==> src/rtl/chunked_signed_negate_if.sv <==
// Handshake bundle for chunked_signed_negate: operand/mode in, result/overflow out.
// The master side presents operands and consumes results; the slave side is the unit.
interface chunked_signed_negate_if #(
  parameter int BITS = 32
);
  logic            in_valid;
  logic            in_ready;
  logic [BITS-1:0] in_data;
  logic [1:0]      mode;
  logic            out_valid;
  logic            out_ready;
  logic [BITS-1:0] out_data;
  logic            overflow;
  logic            busy;

  modport master (
    output in_valid, in_data, mode, out_ready,
    input  in_ready, out_valid, out_data, overflow, busy
  );

  modport slave (
    input  in_valid, in_data, mode, out_ready,
    output in_ready, out_valid, out_data, overflow, busy
  );
endinterface

==> src/rtl/chunked_signed_negate.sv <==
// Multi-cycle pass / negate / abs unit; the invert-plus-one carry ripples one CHUNK slice per cycle.
// Build option NEGATE_SATURATE_EN: saturate to max positive on overflow instead of wrapping.
module chunked_signed_negate #(
  parameter int BITS  = 32,
  parameter int CHUNK = 8
) (
  input logic               clk,
  input logic               reset,
  chunked_signed_negate_if.slave bus
);

  localparam int STEPS = BITS / CHUNK;
  localparam int IDXW  = (STEPS > 1) ? $clog2(STEPS) : 1;
  localparam logic [IDXW-1:0] LAST_IDX = IDXW'(STEPS - 1);
  localparam logic [BITS-1:0] MOST_NEG = {1'b1, {(BITS-1){1'b0}}};
`ifdef NEGATE_SATURATE_EN
  localparam logic [BITS-1:0] MAX_POS  = {1'b0, {(BITS-1){1'b1}}};
`endif

  typedef enum logic [1:0] {
    S_IDLE,
    S_RUN,
    S_DONE
  } state_e;

  state_e          state_q;
  logic [BITS-1:0] x_q;
  logic            neg_q;
  logic [IDXW-1:0] idx_q;
  logic            carry_q;
  logic [BITS-1:0] out_data_q, out_data_d;
  logic            out_valid_q;
  logic            overflow_q, overflow_d;

  logic             last_slice;
  logic             neg_in;
  logic [CHUNK-1:0] x_slice, s_slice, sum_slice;
  logic [CHUNK:0]   chain;
  int               base;

  assign last_slice = (idx_q == LAST_IDX);
  assign neg_in     = (bus.mode == 2'b01) | ((bus.mode == 2'b10) & bus.in_data[BITS-1]);

  // One slice of ~x + 1 (or plain x when neg_q is clear, since the carry is then 0).
  always_comb begin
    // NOTE: every comb output gets a default first so no path can infer a latch.
    base       = CHUNK * int'(idx_q);
    x_slice    = x_q[base +: CHUNK];
    s_slice    = neg_q ? ~x_slice : x_slice;
    chain      = '0;
    chain[0]   = carry_q;
    sum_slice  = '0;
    for (int i = 0; i < CHUNK; i++) begin
      sum_slice[i] = s_slice[i] ^ chain[i];
      chain[i+1]   = s_slice[i] & chain[i];
    end
    overflow_d = neg_q & (x_q == MOST_NEG);
    out_data_d = out_data_q;
    out_data_d[base +: CHUNK] = sum_slice;
`ifdef NEGATE_SATURATE_EN
    if (last_slice && overflow_d) out_data_d = MAX_POS;
`endif
  end

  // NOTE: synchronous reset covers datapath registers too, so out_data reads 0 after any abort.
  always_ff @(posedge clk) begin
    if (reset) begin
      state_q     <= S_IDLE;
      x_q         <= '0;
      neg_q       <= 1'b0;
      idx_q       <= '0;
      carry_q     <= 1'b1;
      out_data_q  <= '0;
      out_valid_q <= 1'b0;
      overflow_q  <= 1'b0;
    end else begin
      case (state_q)
        S_IDLE: begin
          if (bus.in_valid) begin
            x_q        <= bus.in_data;
            neg_q      <= neg_in;
            carry_q    <= neg_in;
            idx_q      <= '0;
            overflow_q <= 1'b0;
            state_q    <= S_RUN;
          end
        end
        S_RUN: begin
          out_data_q <= out_data_d;
          carry_q    <= chain[CHUNK];
          if (last_slice) begin
            overflow_q  <= overflow_d;
            out_valid_q <= 1'b1;
            state_q     <= S_DONE;
          end else begin
            idx_q <= idx_q + 1'b1;
          end
        end
        S_DONE: begin
          if (bus.out_ready) begin
            out_valid_q <= 1'b0;
            state_q     <= S_IDLE;
          end
        end
        default: state_q <= S_IDLE;
      endcase
    end
  end

  assign bus.in_ready  = (state_q == S_IDLE);
  assign bus.busy      = (state_q != S_IDLE);
  assign bus.out_valid = out_valid_q;
  assign bus.out_data  = out_data_q;
  assign bus.overflow  = overflow_q;

endmodule

==> src/flat_wrapper.sv <==
// flat-port wrapper written by rule: the top's interface ports become plain ports
module chunked_signed_negate_flat 
#(
  parameter int BITS  = 32,
  parameter int CHUNK = 8
)
  (clk, reset, bus_in_valid, bus_in_data, bus_mode, bus_out_ready, bus_in_ready, bus_out_valid, bus_out_data, bus_overflow, bus_busy);
  chunked_signed_negate_if #(.BITS(BITS)) bus_i ();
  input logic clk;
  input logic reset;
  input wire logic [$bits(bus_i.in_valid)-1:0] bus_in_valid;
  input wire logic [$bits(bus_i.in_data)-1:0] bus_in_data;
  input wire logic [$bits(bus_i.mode)-1:0] bus_mode;
  input wire logic [$bits(bus_i.out_ready)-1:0] bus_out_ready;
  output wire logic [$bits(bus_i.in_ready)-1:0] bus_in_ready;
  output wire logic [$bits(bus_i.out_valid)-1:0] bus_out_valid;
  output wire logic [$bits(bus_i.out_data)-1:0] bus_out_data;
  output wire logic [$bits(bus_i.overflow)-1:0] bus_overflow;
  output wire logic [$bits(bus_i.busy)-1:0] bus_busy;
  assign bus_i.in_valid = bus_in_valid;
  assign bus_i.in_data = bus_in_data;
  assign bus_i.mode = bus_mode;
  assign bus_i.out_ready = bus_out_ready;
  assign bus_in_ready = bus_i.in_ready;
  assign bus_out_valid = bus_i.out_valid;
  assign bus_out_data = bus_i.out_data;
  assign bus_overflow = bus_i.overflow;
  assign bus_busy = bus_i.busy;
  chunked_signed_negate #(.BITS(BITS), .CHUNK(CHUNK)) u_core (.clk(clk), .reset(reset), .bus(bus_i));
endmodule
==> config.mk <==
export PLATFORM = sky130hd
export DESIGN_NAME = chunked_signed_negate_flat
export DESIGN_NICKNAME = d
export VERILOG_FILES = /design/src/rtl/chunked_signed_negate_if.sv /design/src/rtl/chunked_signed_negate.sv /design/src/flat_wrapper.sv
export SDC_FILE = /design/constraint.sdc
export NUM_CORES = 1
export LEC_CHECK = 0
export ABC_CLOCK_PERIOD_IN_PS = 2700
export CORE_ASPECT_RATIO = 0.75
export CORE_MARGIN = 2
export CORE_UTILIZATION = 47
export CTS_BUF_LIST = sky130_fd_sc_hd__clkbuf_4 sky130_fd_sc_hd__clkbuf_8
export DETAILED_ROUTE_END_ITERATION = 6
export PLACE_DENSITY = 0.78
export SKIP_CTS_REPAIR_TIMING = 1
export SYNTH_ARGS = -nofsm -noshare
export SYNTH_HDL_FRONTEND = slang
export SYNTH_SLANG_ARGS = --single-unit
==> constraint.sdc <==
create_clock -name clk -period 2.7 [get_ports clk]
set_clock_uncertainty 0.1 [all_clocks]
set_input_delay 0.54 -clock clk [delete_from_list [all_inputs] [get_ports clk]]
set_output_delay 0.54 -clock clk [all_outputs]
set_load 0.005 [all_outputs]
Yosys cells after proc, flatten, opt, wreduce, memory -nomap -nowiden
Cells that the tools add are included.
W data, S select, Z words.
{"block": "word_totals", "register_bits": 72, "latchBits": 0, "ramBits": 0, "rom_bits": 0, "in_bits": 38, "output_inout_bits": 36, "word_cells": 70, "n_memories": 0}
{"block": "op_classes", "add_sub_neg": 2, "mul": 0, "n_div": 0, "n_lt_le_gt_ge": 0, "eq_ne": 10, "shifts": 3, "mux": 17, "n_bitwise": 20, "n_reduce_logical": 10}
{"op": "$neg A5 Y33", "count": 1}
{"op": "$shift A8 B33 Y32 const A", "count": 1}
{"op": "$shiftx A8 B33 Y32", "count": 1}
{"op": "$bwmux W32", "count": 1}
{"op": "$eq A32 B32 Y1 const B", "count": 1}
{"op": "$shiftx A32 B6 Y8", "count": 1}
{"op": "$reduce_and A3 Y1", "count": 4}
{"op": "$and A1 B1 Y1", "count": 10}
{"op": "$mux W2", "count": 5}
{"op": "$mux W8", "count": 1}
{"op": "$not A8 Y8", "count": 1}
{"op": "$xor A1 B1 Y1", "count": 8}
{"op": "$eq A2 B2 Y1 const B", "count": 3}
{"op": "$ne A2 B2 Y1 const B", "count": 3}
{"op": "$pmux W1 S2", "count": 3}
{"op": "$pmux W2 S3", "count": 1}
{"op": "$reduce_bool A2 Y1", "count": 3}
{"op": "$mux W1", "count": 5}
{"op": "$eq A2 B1 Y1 const B", "count": 2}
{"op": "$pmux W2 S2", "count": 1}
{"op": "$reduce_and A2 Y1", "count": 2}
{"op": "$add A2 B1 Y2 const B", "count": 1}
{"op": "$logic_not A2 Y1", "count": 1}
{"op": "$ne A2 B1 Y1 const B", "count": 1}
{"op": "$or A1 B1 Y1", "count": 1}

Longest topological paths before layout
Gate-level depths: netlist of run 1.
{"block": "logic_depth", "word_depth": 13, "depth_mapped": 13}

Least setup slack after synthesis of run 1
No wires, ideal clock.
{"block": "synth_timing", "kind": "register to register", "start": "reg u_core.idx_q[0]", "end": "reg u_core.out_data_q[23] (netlist: u_core.bus.out_data[23])", "setup_ns": 0.070, "arrival_time_ns": 2.871, "setup_slack_ns": -0.342, "stages_incl_launch_ff": 14, "period_less_slack_ns": 3.042, "cell_sequence": "dfxtp_1 -> buf_6 -> mux4_2 -> xor2_1 -> ha_1 -> ha_1 -> ha_1 -> ha_1 -> ha_1 -> ha_1 -> ha_1 -> ha_1 -> nand3_1 -> a21oi_1"}
{"block": "synth_between", "elab_chain_len": 13}
{"item": "from (decl)", "line_no": "chunked_signed_negate.sv:29", "rtl": "logic [IDXW-1:0] idx_q;"}
{"item": "from (signal assigned)", "line_no": "chunked_signed_negate.sv:96", "rtl": "idx_q <= idx_q + 1'b1;"}
{"item": "$shiftx A32 B6 Y8", "line_no": "chunked_signed_negate.sv:48", "rtl": "x_slice = x_q[base +: CHUNK];"}
{"item": "$not A8 Y8", "line_no": "chunked_signed_negate.sv:49", "rtl": "s_slice = neg_q ? ~x_slice : x_slice;"}
{"item": "$mux W8", "line_no": "chunked_signed_negate.sv:49"}
{"item": "$and A1 B1 Y1 (7 in a row)", "line_no": "chunked_signed_negate.sv:55", "rtl": "chain[i+1] = s_slice[i] & chain[i];"}
{"item": "$xor A1 B1 Y1", "line_no": "chunked_signed_negate.sv:54", "rtl": "sum_slice[i] = s_slice[i] ^ chain[i];"}
{"item": "$shiftx A8 B33 Y32", "line_no": "chunked_signed_negate.sv:59", "rtl": "out_data_d[base +: CHUNK] = sum_slice;"}
{"item": "$bwmux W32 (*)", "line_no": "chunked_signed_negate.sv:59"}
{"item": "to (signal assigned)", "line_no": "chunked_signed_negate.sv:89", "rtl": "out_data_q <= out_data_d;"}
{"item": "to (decl)", "line_no": "chunked_signed_negate.sv:31", "rtl": "logic [BITS-1:0] out_data_q, out_data_d;"}
Mark *: on every way between the ends. The rest lies on a longest branch, timed or not.
A chain may end at the register's enable or synchronous reset.

Final worst setup path of run 1
{"block": "layout_timing", "start": "reg u_core.idx_q[0]", "end": "reg u_core.out_data_q[7] (netlist: u_core.bus.out_data[7])"}
Same word-level chain as after synthesis.

==> results of run 1 <==
power by group:
group	leakage, uW	switching, uW	internal (uW)
combinational	0.000888	209	203
sequential	0.000587	36.6	1100
clock	0.000104	391	447
cells by family after synthesis:
| kind of cell | after synthesis | synth area share |
|---|---|---|
| compound gates | 74 | 0.1146 |
| buf+inv | 31 | 0.05599 |
| fa+ha+maj | 14 | 0.05297 |
| mux | 10 | 0.06054 |
| simple gates | 173 | 0.2588 |
| flops | 72 | 0.4359 |
| xor+xnor | 8 | 0.02119 |
tightest hold or removal path, cell delays in order, from the launching register on:
cell and delay [ns]:
dfxtp_1 0.31, nand2_1 0.05, a21oi_1 0.05
Yosys cell counts:
master     count
nand2_1       98
dfxtp_1       72
a21oi_1       69
nand3_1       37
ha_1          14
clkbuf_1       9
mux4_2         8
xor2_1         8
and3b_1        6
buf_2          6
buf_6          6
nor4_1         6
buf_1          5
inv_1          4
nor2_1         4
nand3b_1       3
nor2b_1        3
nor3b_2        3
mux2i_1        2
nor3_1         2
nor4b_1        2
o21ai_0        2
o31ai_1        2
and2b_1        1
buf_12         1
nand3b_2       1
nand4_1        1
nor3_4         1
nor3b_1        1
nor3b_4        1
o2111ai_1      1
or2_2          1
or3b_1         1
or3b_2         1
stage by stage:
| step | TNS, ns | instance area, um^2 |
|---|---|---|
| floorplan | -0.5385 | 3398 |
| CTS | -0.5013 | 4378 |
| finish | -0.4855 | 4400 |
| global placement | -0.08835 | 4182 |
| global route | -0.9300 | 4400 |
| detailed placement | -0.4559 | 4182 |
registers in the layout (all words and copies together), names as in the netlist:
register / cells
u_core.x_q: 32
u_core.neg_q: 1
u_core.idx_q: 2
u_core.state_q: 2
u_core.carry_q: 1
u_core.bus.overflow: 1
u_core.bus.out_data: 32
u_core.bus.out_valid: 1
layer usage:
metal / wire length (um) / up-vias
li1: - / 1458
met1: 3874 / 1415
met2: 3782 / 116
met3: 674 / 10
met4: 87 / 0
met5: 0 / -
area by class of cell:
| class | count | area share |
|---|---|---|
| repair buffers | 86 | 0.1928 |
| well taps | 84 | 0.02388 |
| flip-flops and latches | 72 | 0.3278 |
| clock buffers | 11 | 0.03156 |
| inverters | 4 | 0.003412 |
| clock inverters | 5 | 0.01308 |
| multi-input cells | 279 | 0.4074 |
worst max-delay path by stage:
stage / to / slack [ns] / from
finish: u_core.bus.out_data[7] / -0.16 / u_core.idx_q[0]
global route: u_core.bus.out_data[7] / -0.22 / u_core.idx_q[0]
CTS: u_core.bus.out_data[23] / -0.13 / u_core.idx_q[0]
detailed placement: u_core.bus.out_data[23] / -0.12 / u_core.idx_q[0]
global placement: u_core.bus.out_data[31] / -0.03 / u_core.idx_q[0]
floorplan: u_core.bus.out_data[23] / -0.12 / u_core.idx_q[0]
==> impl_summary.log, run 1 <==
[metrics] Antenna Nets Post-Route: 0
[metrics] Final Net Count: 504
[metrics] number of buffers inserted during clock tree synthesis: 9
[metrics] met3 GRT Util: 0.06697
[metrics] PnR worst setup slack: -0.1631 ns
[metrics] cell types occupying the most area after synthesis: dfxtp_1 44%, nand2_1 11%, a21oi_1 10%
[metrics] footprint of the multi-input gates: 1793 um^2
[metrics] Register-to-Register Path Depth: 12
[metrics] part of the Yosys area used for sequential elements: 0.4359
[metrics] overall die height: 76.65 um
[metrics] worst slack, placed: -0.1168 ns
[metrics] IR Drop Worst-Case VDD: 326.2 uV
[metrics] Finished Core Util: 0.6472
[metrics] Worst Path Buf+Inv: 0
[metrics] Worst Hold Margin: 0.3513 ns
[metrics] post-synthesis cell type with the largest combined area: dfxtp_1
[metrics] Crit path required time: 2.88 ns
[metrics] warnings from Yosys: 0
[metrics] Slew Viols, Final: 0
[metrics] worst min-delay path startpoint: u_core.bus.out_data[0]
[metrics] area growth from synthesis to layout: 33.07%
[metrics] fraction of layout instances using a drive strength above 1: 0.1313
[metrics] count of unresolved DRC violations after routing: 0
[metrics] setup repair after global routing missed its margin: yes
[metrics] met1 GRT Util: 0.3275
[metrics] Clk pin slew, worst setup/hold paths: 0.08 ns
[metrics] worst slew pin tran: 0.5168 ns
[metrics] via count of the first global-routing pass: 2873
[metrics] M2 GR Usage: 0.3313
[metrics] WHS Path Cells: 2
[metrics] clock tree from TritonCTS: built
[metrics] CP arrival: 3.05 ns
[metrics] maximum single-stage delay on the critical path: 0.51 ns
[metrics] Clock Tree Root: clkbuf_8
[metrics] number of antenna violations at the first check in global routing: 0
[metrics] fin crit period: 2.863 ns
[metrics] synthesized area per cell: 8.657 um^2
[metrics] max-cap viol count: 0
[metrics] violated checks: setup timing
[metrics] Overflow after GRT: 0
[metrics] path category of the worst min-delay check: reg2reg
[metrics] Final Hold Viols: 0
[metrics] placeable core area: 6799 um^2
[metrics] Post-Synthesis Net Count: 434
[metrics] biggest fanout along the worst timing path: 4
[metrics] final number of setup-violating endpoints: 5
[metrics] kind of end point of the critical path: flop
[metrics] share of the synthesized area in the top cell type: 0.4359
[metrics] count of port buffers added during placement: 73
[metrics] num ports: 74
[metrics] number of sinks on the clock net: 72
[metrics] global-route wire length before repair: 13.87 mm
[metrics] maximum number of pins on one net before global-route repair: 33
[metrics] worst-path cell with the longest stage delay: mux4_2
[metrics] most used cells in the layout excluding fill and tap cells: 98 x nand2_1, 72 x clkdlybuf4s50_1, 71 x dfxtp_1
[metrics] most frequent standard cell in the layout excluding fill and tap cells: nand2_1
[metrics] filler cell count in the final layout: 549
[metrics] Routability Congestion: 0.9429
[metrics] Detailed Place HPWL: 6.099 mm
[metrics] cell breakdown of the critical path: mux4_2 > xor2_1 > ha_2 > ha_4 > ha_4 > ha_4 > ha_4 > ha_4 > ha_4 > ha_4 > nand3_1 > a21oi_2
[metrics] total track usage: 0.2284
[metrics] per-cell routed wire length: 15.56 um
[metrics] std cell rows: 26
[metrics] startpoint type of the worst setup path: flop
[metrics] Total Die Area: 7730 um^2
[metrics] kind of cell with the highest combined delay on the critical path: adder cells
[metrics] Initial Utilization: 0.4864
[metrics] cell count after synthesis: 382
[metrics] ratio of final minimum period to clock period: 1.060
[metrics] most frequent cell on the critical path: ha_4
[metrics] upper clock frequency limit: 349.3 MHz
[metrics] worst reg2reg path endpoint: u_core.bus.out_data[7]
[metrics] leakage power: 0.001579 uW
[metrics] startpoint of the worst register-to-register path: u_core.idx_q[0]
[metrics] number of distinct standard cells referenced by the synthesized netlist: 34
[metrics] Total Power Consumption: 2389 uW
[metrics] 1st-pass router iterations: 5
[metrics] clock insertion delay at the later pin of the skew report: 0.34 ns
[metrics] Detailed Route WL: 8.417 mm
[metrics] Syn Std Cell Area: 3307 um^2
[metrics] FF-to-FF setup slack: -0.16 ns
[metrics] routed vias: 2999
[metrics] number of DRC markers in iteration 0: 220
[metrics] power per unit of standard cell area: 542.9 nW/um^2
[metrics] via density per instance: 5.543
[metrics] result of the run: finished with violations
[metrics] FF/Latch Area: 1443 um^2
[metrics] Max-Slew Margin vs Limit: 0.6540
[metrics] # H-tree levels: 3
[metrics] total stage count of the critical path: 12
[metrics] count of non-filler cells in the finished layout: 541
[metrics] cell count after placement: 525
[metrics] number of diodes added for antenna fixing: 0
[metrics] sink of the worst hold path: u_core.bus.out_data[0]
[metrics] die span in x: 100.9 um
[metrics] critical path type: reg2reg
[metrics] maximum root-to-sink buffer count: 2
[metrics] Seq cells post-synth: 72
[metrics] layer with the highest usage after global routing: met2
Power figures use the tool's default switching activity.
==> run 2: changes to the inputs <==
Settings changed: PLACE_DENSITY 0.78 to 0.81.
==> run 2 against run 1 <==
  * The run still ends with setup timing left
  * Combinational power is 2% higher
  * Design area up 0.60%
  * Sequential power barely moved
  * Fmax decreased by 0.33%
  * Final cell count up 0.55%
  * Count of clock-buffer cells in the layout fell by 2
  * Sequential share of layout area decreased by 0.19 points
  * Setup slack got worse by 0.0094 ns
  * Critical path type unchanged
==> impl_summary.log, run 2 (same netlist as run 1, synthesis figures left out) <==
[metrics] result of the run: finished with violations
[metrics] violated checks: setup timing
[metrics] maximum root-to-sink buffer count: 2
[metrics] # H-tree levels: 3
[metrics] startpoint of the worst register-to-register path: u_core.idx_q[0]
[metrics] Total Die Area: 7730 um^2
[metrics] DP Area: 4192 um^2
[metrics] path category of the worst min-delay check: reg2reg
[metrics] Detailed Place HPWL: 6.594 mm
[metrics] setup repair after global routing missed its margin: yes
[metrics] routed vias: 3063
[metrics] Total Power Consumption: 2445 uW
[metrics] maximum number of pins on one net before global-route repair: 35
[metrics] total track usage: 0.2393
[metrics] FF-to-FF setup slack: -0.17 ns
[metrics] worst slew pin tran: 0.5739 ns
[metrics] start point of the critical path: u_core.idx_q[0]
[metrics] worst-path cell with the longest stage delay: mux4_2
[metrics] clock insertion delay at the later pin of the skew report: 0.37 ns
[metrics] leakage power: 0.001584 uW
[metrics] Overflow after GRT: 0
[metrics] worst reg2reg path endpoint: u_core.bus.out_data[31]
[metrics] number of buffers inserted during clock tree synthesis: 9
[metrics] worst slack, placed: -0.1175 ns
[metrics] most frequent standard cell in the layout excluding fill and tap cells: nand2_1
[metrics] startpoint type of the worst setup path: flop
[metrics] Register-to-Register Path Depth: 12
[metrics] count of unresolved DRC violations after routing: 0
[metrics] per-cell routed wire length: 16.49 um
[metrics] Slew Viols, Final: 0
[metrics] PnR worst setup slack: -0.1725 ns
[metrics] max-cap viol count: 0
[metrics] maximum single-stage delay on the critical path: 0.50 ns
[metrics] via count of the first global-routing pass: 2946
[metrics] final number of setup-violating endpoints: 6
[metrics] overall die height: 76.65 um
[metrics] setup TNS after final layout: -0.5925 ns
[metrics] CP arrival: 3.06 ns
[metrics] final cell area excluding filler cells: 4427 um^2
[metrics] Max-Slew Margin vs Limit: 0.6157
[metrics] IR Drop Worst-Case VDD: 297.1 uV
[metrics] Antenna Nets Post-Route: 0
[metrics] global-route wire length before repair: 14.41 mm
[metrics] num ports: 74
[metrics] most used cells in the layout excluding fill and tap cells: 98 x nand2_1, 72 x clkdlybuf4s50_1, 71 x dfxtp_1
[metrics] number of DRC markers in iteration 0: 373
[metrics] upper clock frequency limit: 348.1 MHz
[metrics] Worst setup endpoint: u_core.bus.out_data[31]
[metrics] filler cell count in the final layout: 541
[metrics] Final Net Count: 507
[metrics] Clk pin slew, worst setup/hold paths: 0.08 ns
[metrics] Crit path required time: 2.89 ns
[metrics] clock tree from TritonCTS: built
[metrics] number of sinks on the clock net: 72
[metrics] cell breakdown of the critical path: mux4_2 > xor2_1 > ha_2 > ha_4 > ha_4 > ha_4 > ha_4 > ha_4 > ha_4 > ha_4 > nand3_2 > a21oi_2
[metrics] fraction of layout instances using a drive strength above 1: 0.1435
[metrics] kind of end point of the critical path: flop
[metrics] Detailed Route WL: 8.968 mm
[metrics] via density per instance: 5.631
[metrics] count of port buffers added during placement: 73
[metrics] biggest fanout along the worst timing path: 4
[metrics] Initial Utilization: 0.4864
[metrics] Routability Congestion: 0.9394
[metrics] fin crit period: 2.873 ns
[metrics] critical path type: reg2reg
[metrics] std cell rows: 26
[metrics] ratio of final minimum period to clock period: 1.064
[metrics] WHS Path Cells: 2
[metrics] number of diodes added for antenna fixing: 0
[metrics] area growth from synthesis to layout: 33.86%
[metrics] placeable core area: 6799 um^2
[metrics] most frequent cell on the critical path: ha_4
[metrics] die span in x: 100.9 um
[metrics] 1st-pass router iterations: 6
[metrics] number of antenna violations at the first check in global routing: 0
[metrics] Clock Tree Root: clkbuf_8
[metrics] Final Hold Viols: 0
[metrics] power per unit of standard cell area: 552.4 nW/um^2
[run 2: changes by cell type in the layout (fill, tap and decap cells not counted), moves of 2 or more]
cell	change
buf_4	+4
inv_6	+3
a21oi_1	-2
a21oi_2	+2
clkbuf_4	-2
clkinv_4	-2
clkinvlp_4	+2
[run 2: layout make-up]
cell class | instances | area, um^2 | area share
clock buffer | 9 | 123.9 | 0.02798
clock inverter | 7 | 76.32 | 0.01724
inverter | 4 | 15.01 | 0.003392
multi-input combinational | 279 | 1805 | 0.4079
sequential | 72 | 1443 | 0.3259
tap | 84 | 105.1 | 0.02374
timing repair buffer | 89 | 858.3 | 0.1939
[run 2: where the power goes]
part | switching, uW | internal (uW) | leakage [uW]
Sequential | 37.2 | 1100 | 0.000587
Combinational | 217 | 205 | 0.000901
Clock | 450 | 434 | 0.0000966
Total | 704 | 1740 | 0.00158
[run 2: critical path: cells and delay by family, from the launching register on]
kind                     cells  cell delay, ns
AO/OA/AOI/OAI                1            0.17
flip-flops                   1            0.35
multiplexers                 1            0.50
AND/OR/NAND/NOR              1            0.08
XOR/XNOR                     1            0.17
adder cells (fa/ha/maj)      8            1.41
[run 2: how the worst min path moves through the flow]
stage,from,end,slack (ns)
finish,u_core.bus.out_data[8],u_core.bus.out_data[8],0.35
floorplan,u_core.x_q[31],u_core.x_q[31],0.34
CTS,u_core.bus.out_data[9],u_core.bus.out_data[9],0.35
global placement,u_core.bus.out_data[8],u_core.bus.out_data[8],0.34
global route,u_core.bus.out_data[26],u_core.bus.out_data[26],0.37
detailed placement,u_core.bus.out_data[9],u_core.bus.out_data[9],0.34
[run 2: metrics by stage]
step                      cells  utilization  hold WS [ns]
after floorplan             382            -        0.3414
after global placement      528       0.6165        0.3408
after detailed placement    528       0.6165        0.3442
after CTS                   544       0.6459        0.3542
after global routing        544       0.6511        0.3744
final                       544       0.6511        0.3506
[run 2: layer usage]
metal | GRT usage | share of wire | routed length (um)
met5 | 0 | 0 | 0
met1 | 0.3353 | 0.43 | 3889
met3 | 0.07339 | 0.10 | 905
met2 | 0.3580 | 0.45 | 4028
met4 | 0.06301 | 0.016 | 144
==> run 3: changes to the inputs <==
Settings changed: CORE_MARGIN 2 to unset, GPL_TIMING_DRIVEN set to 0.
==> run 3 against run 2 <==
  * The flow still finishes with violations (setup timing)
  * Design area is 0.93% higher
  * First-iteration DRC count decreased by 43%
  * Die area shrank 4.5%
==> impl_summary.log, run 3 (same netlist as run 1, synthesis figures left out) <==
[metrics] result of the run: finished with violations
[metrics] violated checks: setup timing
[metrics] Final Net Count: 518
[metrics] sink of the worst hold path: u_core.bus.out_data[0]
[metrics] Clk pin slew, worst setup/hold paths: 0.08 ns
[metrics] power per unit of standard cell area: 538.4 nW/um^2
[metrics] CP arrival: 3.11 ns
[metrics] kind of cell with the highest combined delay on the critical path: adder cells
[metrics] count of unresolved DRC violations after routing: 0
[metrics] biggest fanout along the worst timing path: 6
[metrics] path category of the worst min-delay check: reg2reg
[metrics] area growth from synthesis to layout: 35.11%
[metrics] FF/Latch Area: 1445 um^2
[metrics] FF-to-FF setup slack: -0.24 ns
[metrics] worst min-delay path startpoint: u_core.bus.out_data[0]
[metrics] Overflow after GRT: 0
[metrics] Total Die Area: 7379 um^2
[metrics] num ports: 74
[metrics] fin crit period: 2.939 ns
[metrics] maximum single-stage delay on the critical path: 0.56 ns
[metrics] maximum root-to-sink buffer count: 2
[metrics] worst slew pin tran: 0.5732 ns
[metrics] most frequent cell on the critical path: ha_4
[metrics] number of antenna violations at the first check in global routing: 0
[metrics] most used cells in the layout excluding fill and tap cells: 98 x nand2_1, 72 x clkdlybuf4s50_1, 71 x dfxtp_1
[metrics] Crit path required time: 2.87 ns
[metrics] total track usage: 0.2409
[metrics] Register-to-Register Path Depth: 12
[metrics] via count of the first global-routing pass: 2796
[metrics] number of buffers inserted during clock tree synthesis: 9
[metrics] Total Power Consumption: 2405 uW
[metrics] worst-path cell with the longest stage delay: mux4_2
[metrics] Finished Core Util: 0.6572
[metrics] filler cell count in the final layout: 572
[metrics] WHS Path Cells: 2
[metrics] Worst Hold Margin: 0.3545 ns
[metrics] Clock Tree Root: clkbuf_8
[metrics] placeable core area: 6799 um^2
[metrics] worst reg2reg path endpoint: u_core.bus.out_data[15]
[metrics] max-cap viol count: 0
[metrics] per-cell routed wire length: 15.61 um
[metrics] 1st-pass router iterations: 6
[metrics] Initial Utilization: 0.4864
[metrics] PnR worst setup slack: -0.2392 ns
[metrics] final number of setup-violating endpoints: 9
[metrics] Antenna Nets Post-Route: 0
[metrics] footprint of the multi-input gates: 1805 um^2
[metrics] clock tree from TritonCTS: built
[metrics] routed vias: 3084
[metrics] Max-Slew Margin vs Limit: 0.6162
[metrics] die span in x: 98.86 um
[metrics] number of DRC markers in iteration 0: 214
[metrics] global-route wire length before repair: 13.50 mm
[metrics] Slew Viols, Final: 0
[metrics] cell breakdown of the critical path: mux4_2 > xor2_2 > ha_2 > ha_4 > ha_4 > ha_4 > ha_4 > ha_4 > ha_4 > ha_4 > nand3_1 > a21oi_1
[metrics] IR Drop Worst-Case VDD: 241.0 uV
[metrics] startpoint of the worst register-to-register path: u_core.idx_q[0]
[metrics] DP Area: 4224 um^2
[metrics] setup TNS after final layout: -1.364 ns
[metrics] # H-tree levels: 3
[metrics] leakage power: 0.001587 uW
[metrics] upper clock frequency limit: 340.2 MHz
[metrics] critical path type: reg2reg
[metrics] via density per instance: 5.557
[metrics] setup repair after global routing missed its margin: yes
[metrics] number of sinks on the clock net: 72
[metrics] ratio of final minimum period to clock period: 1.089
[metrics] final cell area excluding filler cells: 4468 um^2
[metrics] Detailed Route WL: 8.662 mm
[metrics] fraction of layout instances using a drive strength above 1: 0.1316
[metrics] kind of end point of the critical path: flop
[metrics] total stage count of the critical path: 12
[metrics] std cell rows: 26
[metrics] startpoint type of the worst setup path: flop
[metrics] Worst Path Buf+Inv: 0
[metrics] overall die height: 74.65 um
[metrics] Detailed Place HPWL: 6.385 mm
[metrics] number of diodes added for antenna fixing: 0
[metrics] maximum number of pins on one net before global-route repair: 14
[metrics] clock insertion delay at the later pin of the skew report: 0.35 ns
[metrics] most frequent standard cell in the layout excluding fill and tap cells: nand2_1
[metrics] count of port buffers added during placement: 72
[metrics] Routability Congestion: 0.9260
[metrics] Final Hold Viols: 0
[run 3: cell types whose count changed in the layout (fill, tap and decap cells not counted), moves of 3 or more]
cell / delta
buf_4: -13
clkbuf_1: +9
buf_6: +6
buf_1: +5
buf_2: +4
inv_6: -3
[run 3: cell type report]
cell class,count,share of cell area
buffer,26,0.03696
clock buffer,9,0.02772
clock inverter,7,0.01624
inverter,4,0.003360
multi-input combinational,279,0.4041
sequential,72,0.3234
tap,84,0.02352
timing repair buffer,74,0.1647
[run 3: worst max path at each step]
stage / from / endpoint / slack, ns
6_report: u_core.idx_q[0] / u_core.bus.out_data[15] / -0.24
5_1_grt: u_core.idx_q[0] / u_core.bus.out_data[7] / -0.29
4_1_cts: u_core.idx_q[0] / u_core.bus.out_data[15] / -0.33
2_1_floorplan: u_core.idx_q[0] / u_core.bus.out_data[23] / -0.12
3_5_place_dp: u_core.idx_q[0] / u_core.bus.out_data[15] / -0.31
3_3_place_gp: u_core.idx_q[0] / u_core.bus.out_data[23] / -0.25
[run 3: metal layers]
metal	GRT usage	routed length (um)
met2	0.3862	3915
met3	0.06128	821
met5	0	0
met1	0.3192	3756
met4	0.09287	169
[run 3: worst reg2reg max path, delay by kind of cell, from the launching register on]
| kind | cells | cell delay (ns) |
|---|---|---|
| AND/OR/NAND/NOR | 1 | 0.07 |
| XOR/XNOR | 1 | 0.18 |
| AO/OA/AOI/OAI | 1 | 0.14 |
| multiplexers | 1 | 0.56 |
| flip-flops | 1 | 0.40 |
| adder cells (fa/ha/maj) | 8 | 1.41 |
[run 3: report_power, final]
group          switching (uW)  internal, uW
Clock                     414           426
Combinational             217           210
Sequential               36.5          1100
[run 3: per-stage QoR]
stage	setup WS [ns]	std cells
final	-0.2392	555
after global routing	-0.2925	555
after CTS	-0.3341	554
after detailed placement	-0.3114	538
after global placement	-0.2543	538
after floorplan	-0.1209	382
==> RTL edit 1, RTL diff (config.mk and constraints of run 2) <==
Build with the macro `NEGATE_SATURATE_EN` defined.
--- a/src/rtl/chunked_signed_negate.sv
+++ b/src/rtl/chunked_signed_negate.sv
@@ -1,5 +1,7 @@
 // Multi-cycle pass / negate / abs unit; the invert-plus-one carry ripples one CHUNK slice per cycle.
 // Build option NEGATE_SATURATE_EN: saturate to max positive on overflow instead of wrapping.
+`define NEGATE_SATURATE_EN
+
 module chunked_signed_negate #(
   parameter int BITS  = 32,
   parameter int CHUNK = 8
Behaviour: not the same (a bounded check fails within 10 cycles, from zero or initial values and one cycle with reset high).
==> RTL edit 1 against run 2 <==
The flow still finishes with violations (setup timing); largest power group unchanged; sequential cell count did not move; largest cell class unchanged; via count is 2.8% higher; first-iteration DRC count is 18% lower; area after synthesis down 0.83%; routed wire length shrank 1.2%; power is 0.80% higher; setup slack got worse by 0.081 ns; count of clock-buffer cells in the layout rose by 1; final area up 1.7%.
==> RTL edit 1: results (changes against run 2) <==
- Outcome: finished with violations
- Failing checks: setup timing
- Pleak: 1.68 nW (+5.9%)
- First-pass DRT Iterations: 5 (-1)
- Drt wl/cell: 16.2 um (-1.9%)
- Syn Area/Cell: 8.68 um2 (+0.22%)
- Final cell count without fillers: 548 (+0.74%)
- Nonclk buf count: 97 (+9.0%)
- Synth top area share: 44.0% (+0.37 points)
- DP Area: 4280 um2 (+2.2%)
- Clock buffers: 10 (+1)
- WHS Endpoint: u_core.bus.out_valid
- Vias per cell: 5.74 (+2.0%)
- Critical Path Sink: u_core.bus.out_data[23]
- Fillers: 568 (+5.0%)
- Sequential cell area share: 32.1% (-0.50 points)
- Nets: 510 (+0.59%)
- Layout cells sized above 1: 14.9% (+0.52 points)
- Final worst slack: -0.253 ns (-0.0810 ns)
- Comb pwr share: 18.5% (+1.3 points)
- Met2 Resource Use GR: 36.5% (+0.71 points)
- Met1 Use GR: 33.9% (+0.35 points)
- Synthesized-area fraction occupied by adder cells: 4.96% (-0.34 points)
- Initial DRC Count: 305 (-18%)
- Sequential element share of the synthesized area: 44.0% (+0.37 points)
- Routability cong.: 0.923 (-1.8%)
- Max VDD drop: 0.253 mV (-15%)
- Seq_cells: 72 (unchanged)
- Inverter count: 6 (+2)
- Top cells by count, synth: nand2_1, dfxtp_1, a21oi_1
- Cell Count Post-Placement: 532 (+0.76%)
- Worst EP arrival: 3.11 ns (+0.05 ns)
- Setup total negative slack: -1.03 ns (-0.436 ns)
- Multiplexer share of the synthesized area: 5.61% (-0.45 points)
- Pre-CTS setup slack: -0.261 ns (-0.144 ns)
- Sequential power share: 46.9% (+0.3 points)
- HP Start: u_core.bus.out_valid
- Worst-Margin Slew: 0.682 ns (+0.108 ns)
- Final clock-cell share: 4.50% (-0.021 points)
- P_int: 1.80 mW (+3.2%)
- Max-cap violation count: 0 (unchanged)
- DP HPWL: 6.54 mm (-0.86%)
- Setup violators final: 7 (+1)
- Pin count of the biggest net entering global routing: 68 (+94%)
- Multi-input combinational area share: 40.5% (-0.33 points)
- Compound-cell area share of the yosys netlist: 17.0% (+5.5 points)
- Power Dens Cells: 547 nW/um2 (-0.90%)
- Data buffer area share: 20.1% (+0.73 points)
RTL edit 1: cell count changes in the layout (fill, tap and decap cells not counted), sizes merged, moves of 3 or more:
cell           run 2  this run
nand3             37         1
a221oi             0        16
a22oi              0         9
o21ai              2        14
and2               0         3
a31oi              0         6
and3b              6         1
a21oi             69        38
nor2               4        26
a311oi             0         3
buf               17        25
nand2             98        95
RTL edit 1: tightest hold or removal path, cell delays in order, from the launching register on:
cell	delay (ns)
dfxtp_1	0.33
nand2_1	0.05
a21oi_1	0.05
RTL edit 1: cells by family (layout without fill, tap and decap cells):
family	after synthesis	in the layout
buffers and inverters	33	119
adders and majority gates	13	13
muxes	8	8
AOI/OAI and AO/OA	89	89
and+or+nand+nor	155	155
DFF	72	72
xor gates and xnor gates	8	8
RTL edit 1: layer usage:
layer / vias up / wire (um)
met2: 139 / 4130
li1: 1498 / -
met1: 1497 / 3810
met4: 0 / 122
met5: - / 0
met3: 14 / 805
==> RTL edit 2, RTL diff (settings of run 2) <==
Without the edit above. Re-encode `state_e` (3 states) as one-hot, 3 bits wide.
--- a/src/rtl/chunked_signed_negate.sv
+++ b/src/rtl/chunked_signed_negate.sv
@@ -17,10 +17,10 @@
   localparam logic [BITS-1:0] MAX_POS  = {1'b0, {(BITS-1){1'b1}}};
 `endif
 
-  typedef enum logic [1:0] {
-    S_IDLE,
-    S_RUN,
-    S_DONE
+  typedef enum logic [2:0] {
+    S_IDLE = 3'b001,
+    S_RUN  = 3'b010,
+    S_DONE = 3'b100
   } state_e;
 
   state_e          state_q;
Behaviour: no difference found for any inputs over 10 cycles, from zero or initial values and one cycle with reset high; not proved beyond that.
==> RTL edit 2 against run 2 <==
The flow still finishes with violations (setup timing); sequential cell count grew 1; area after synthesis grew 0.30%; largest cell class unchanged; largest power group unchanged; setup slack gained 0.057 ns; worst hold slack gained 0.0050 ns; final area grew 0.28%; routed wire length shrank 5.0%; global-route usage shrank 0.82 points; fmax grew 2.0%; critical path depth is the same; power shrank 1.2%; non-clock buffer count shrank 5; sequential share of layout area grew 0.42 points.
==> RTL edit 2: results (changes against run 2) <==
- Worst EP arrival: 3.00 ns (-0.06 ns)
- Vias per cell: 5.55 (-1.5%)
- DP HPWL: 6.24 mm (-5.3%)
- Hold Slack: 0.356 ns (+0.00498 ns)
- Sequential element share of the synthesized area: 44.1% (+0.47 points)
- Worst-skew pair later-pin latency: 0.35 ns (-0.02 ns)
- Slew HR: 66.8% (+5.2 points)
- WHS Endpoint: u_core.bus.out_data[12]
- Layout cells sized above 1: 13.3% (-1.1 points)
- Outcome: finished with violations
- All-layer global routing usage: 23.1% (-0.82 points)
- DP Area: 4210 um2 (+0.33%)
- Vias in the first global route: 2898 (-1.6%)
- Leading post-synthesis cells by cell area: dfxtp_1, nand2_1, a21oi_1, mux4_2, ha_1
- Top cells by count, synth: nand2_1, dfxtp_1, a21oi_1
- Setup total negative slack: -0.430 ns (+0.162 ns)
- Initial DRC Count: 195 (-48%)
- Multiplexer share of the synthesized area: 5.73% (-0.32 points)
- Syn nets: 437 (+0.69%)
- Compound-cell area share of the yosys netlist: 11.5% (+0.041 points)
- Fillers: 545 (+0.74%)
- First-pass GRT wire length: 14.0 mm (-3.0%)
- Post-synthesis xor/xnor area fraction: 2.11% (-0.0064 points)
- Final worst slack: -0.116 ns (+0.0567 ns)
- First-pass DRT Iterations: 5 (-1)
- Via count: 3017 (-1.5%)
- Post-Syn Instances: 385 (+0.79%)
- Pin count of the biggest net entering global routing: 46 (+31%)
- HP Start: u_core.bus.out_data[12]
- Drt wl/cell: 15.7 um (-5.0%)
- Synth unique cells: 39 (+15%)
- Pleak: 1.57 nW (-1.2%)
- Routability cong.: 0.912 (-2.9%)
- Setup violators final: 5 (-1)
- Synthesized-area fraction occupied by adder cells: 5.28% (-0.016 points)
- Max VDD drop: 0.304 mV (+2.3%)
- Failing checks: setup timing
- Worst R2R End: u_core.bus.out_data[7]
-- RTL edit 2: cell types whose count changed after synthesis, sizes merged, moves of 2 or more --
cell   before  now
and2        0    4
and3b       6    0
buf        18   15
nand2      98  105
nand3      37   33
nor2        4    8
nor2b       3    1
o31ai       2    0
-- RTL edit 2: through the flow --
stage	worst slack (ns)	utilization (%)
3_3_place_gp	-0.0239	61.6
6_report	-0.116	65.0
2_1_floorplan	-0.186	-
5_1_grt	-0.207	65.0
4_1_cts	-0.0993	64.9
3_5_place_dp	-0.0965	61.6
-- RTL edit 2: area by class of cell --
type | instances | area share (%)
multi-input cells | 283 | 40.4
flip-flops and latches | 73 | 33.0
repair buffers | 84 | 18.8
clock buffers | 9 | 2.79
well taps | 84 | 2.37
clock inverters | 7 | 2.28
inverters | 4 | 0.338
-- RTL edit 2: layer usage --
layer | track usage, % | vias to the layer above | wire length [um]
li1 | - | 1470 | -
met1 | 32.5 | 1408 | 3830
met2 | 34.8 | 126 | 3820
met3 | 5.47 | 13 | 713
met4 | 7.97 | 0 | 156
met5 | 0 | - | 0
-- RTL edit 2: worst max-delay path: stages, from the launching register on --
cell and delay (ns):
dfxtp_4 0.36, mux4_2 0.50, xor2_1 0.16, ha_2 0.19
ha_4 0.16, ha_4 0.16, ha_4 0.16, ha_4 0.15
ha_4 0.15, ha_4 0.16, ha_4 0.28, nand3_2 0.08
a21oi_2 0.15
-- RTL edit 2: logic make-up after synthesis --
kind of cell / count (synthesis)
AND/OR/NAND/NOR: 178
AO/OA/AOI/OAI: 74
flip-flops: 73
buffers and inverters: 29
adder cells (fa/ha/maj): 14
multiplexers: 9
XOR/XNOR: 8
-- RTL edit 2: how the worst max path moves through the flow --
stage                     cells after the start            start  slack [ns]                       to
final                                        12  u_core.idx_q[0]       -0.12   u_core.bus.out_data[7]
after global placement                       12  u_core.idx_q[0]       -0.02  u_core.bus.out_data[23]
after floorplan                              13  u_core.idx_q[0]       -0.19  u_core.bus.out_data[23]
after CTS                                    12  u_core.idx_q[0]        -0.1  u_core.bus.out_data[31]
after detailed placement                     12  u_core.idx_q[0]        -0.1  u_core.bus.out_data[31]
after global routing                         12  u_core.idx_q[0]       -0.21   u_core.bus.out_data[7]
-- RTL edit 2: power by group --
group	leakage [nW]	internal, mW	switching (mW)
combinational	0.865	0.158	0.158
sequential	0.594	1.11	0.0392
clock	0.106	0.527	0.420
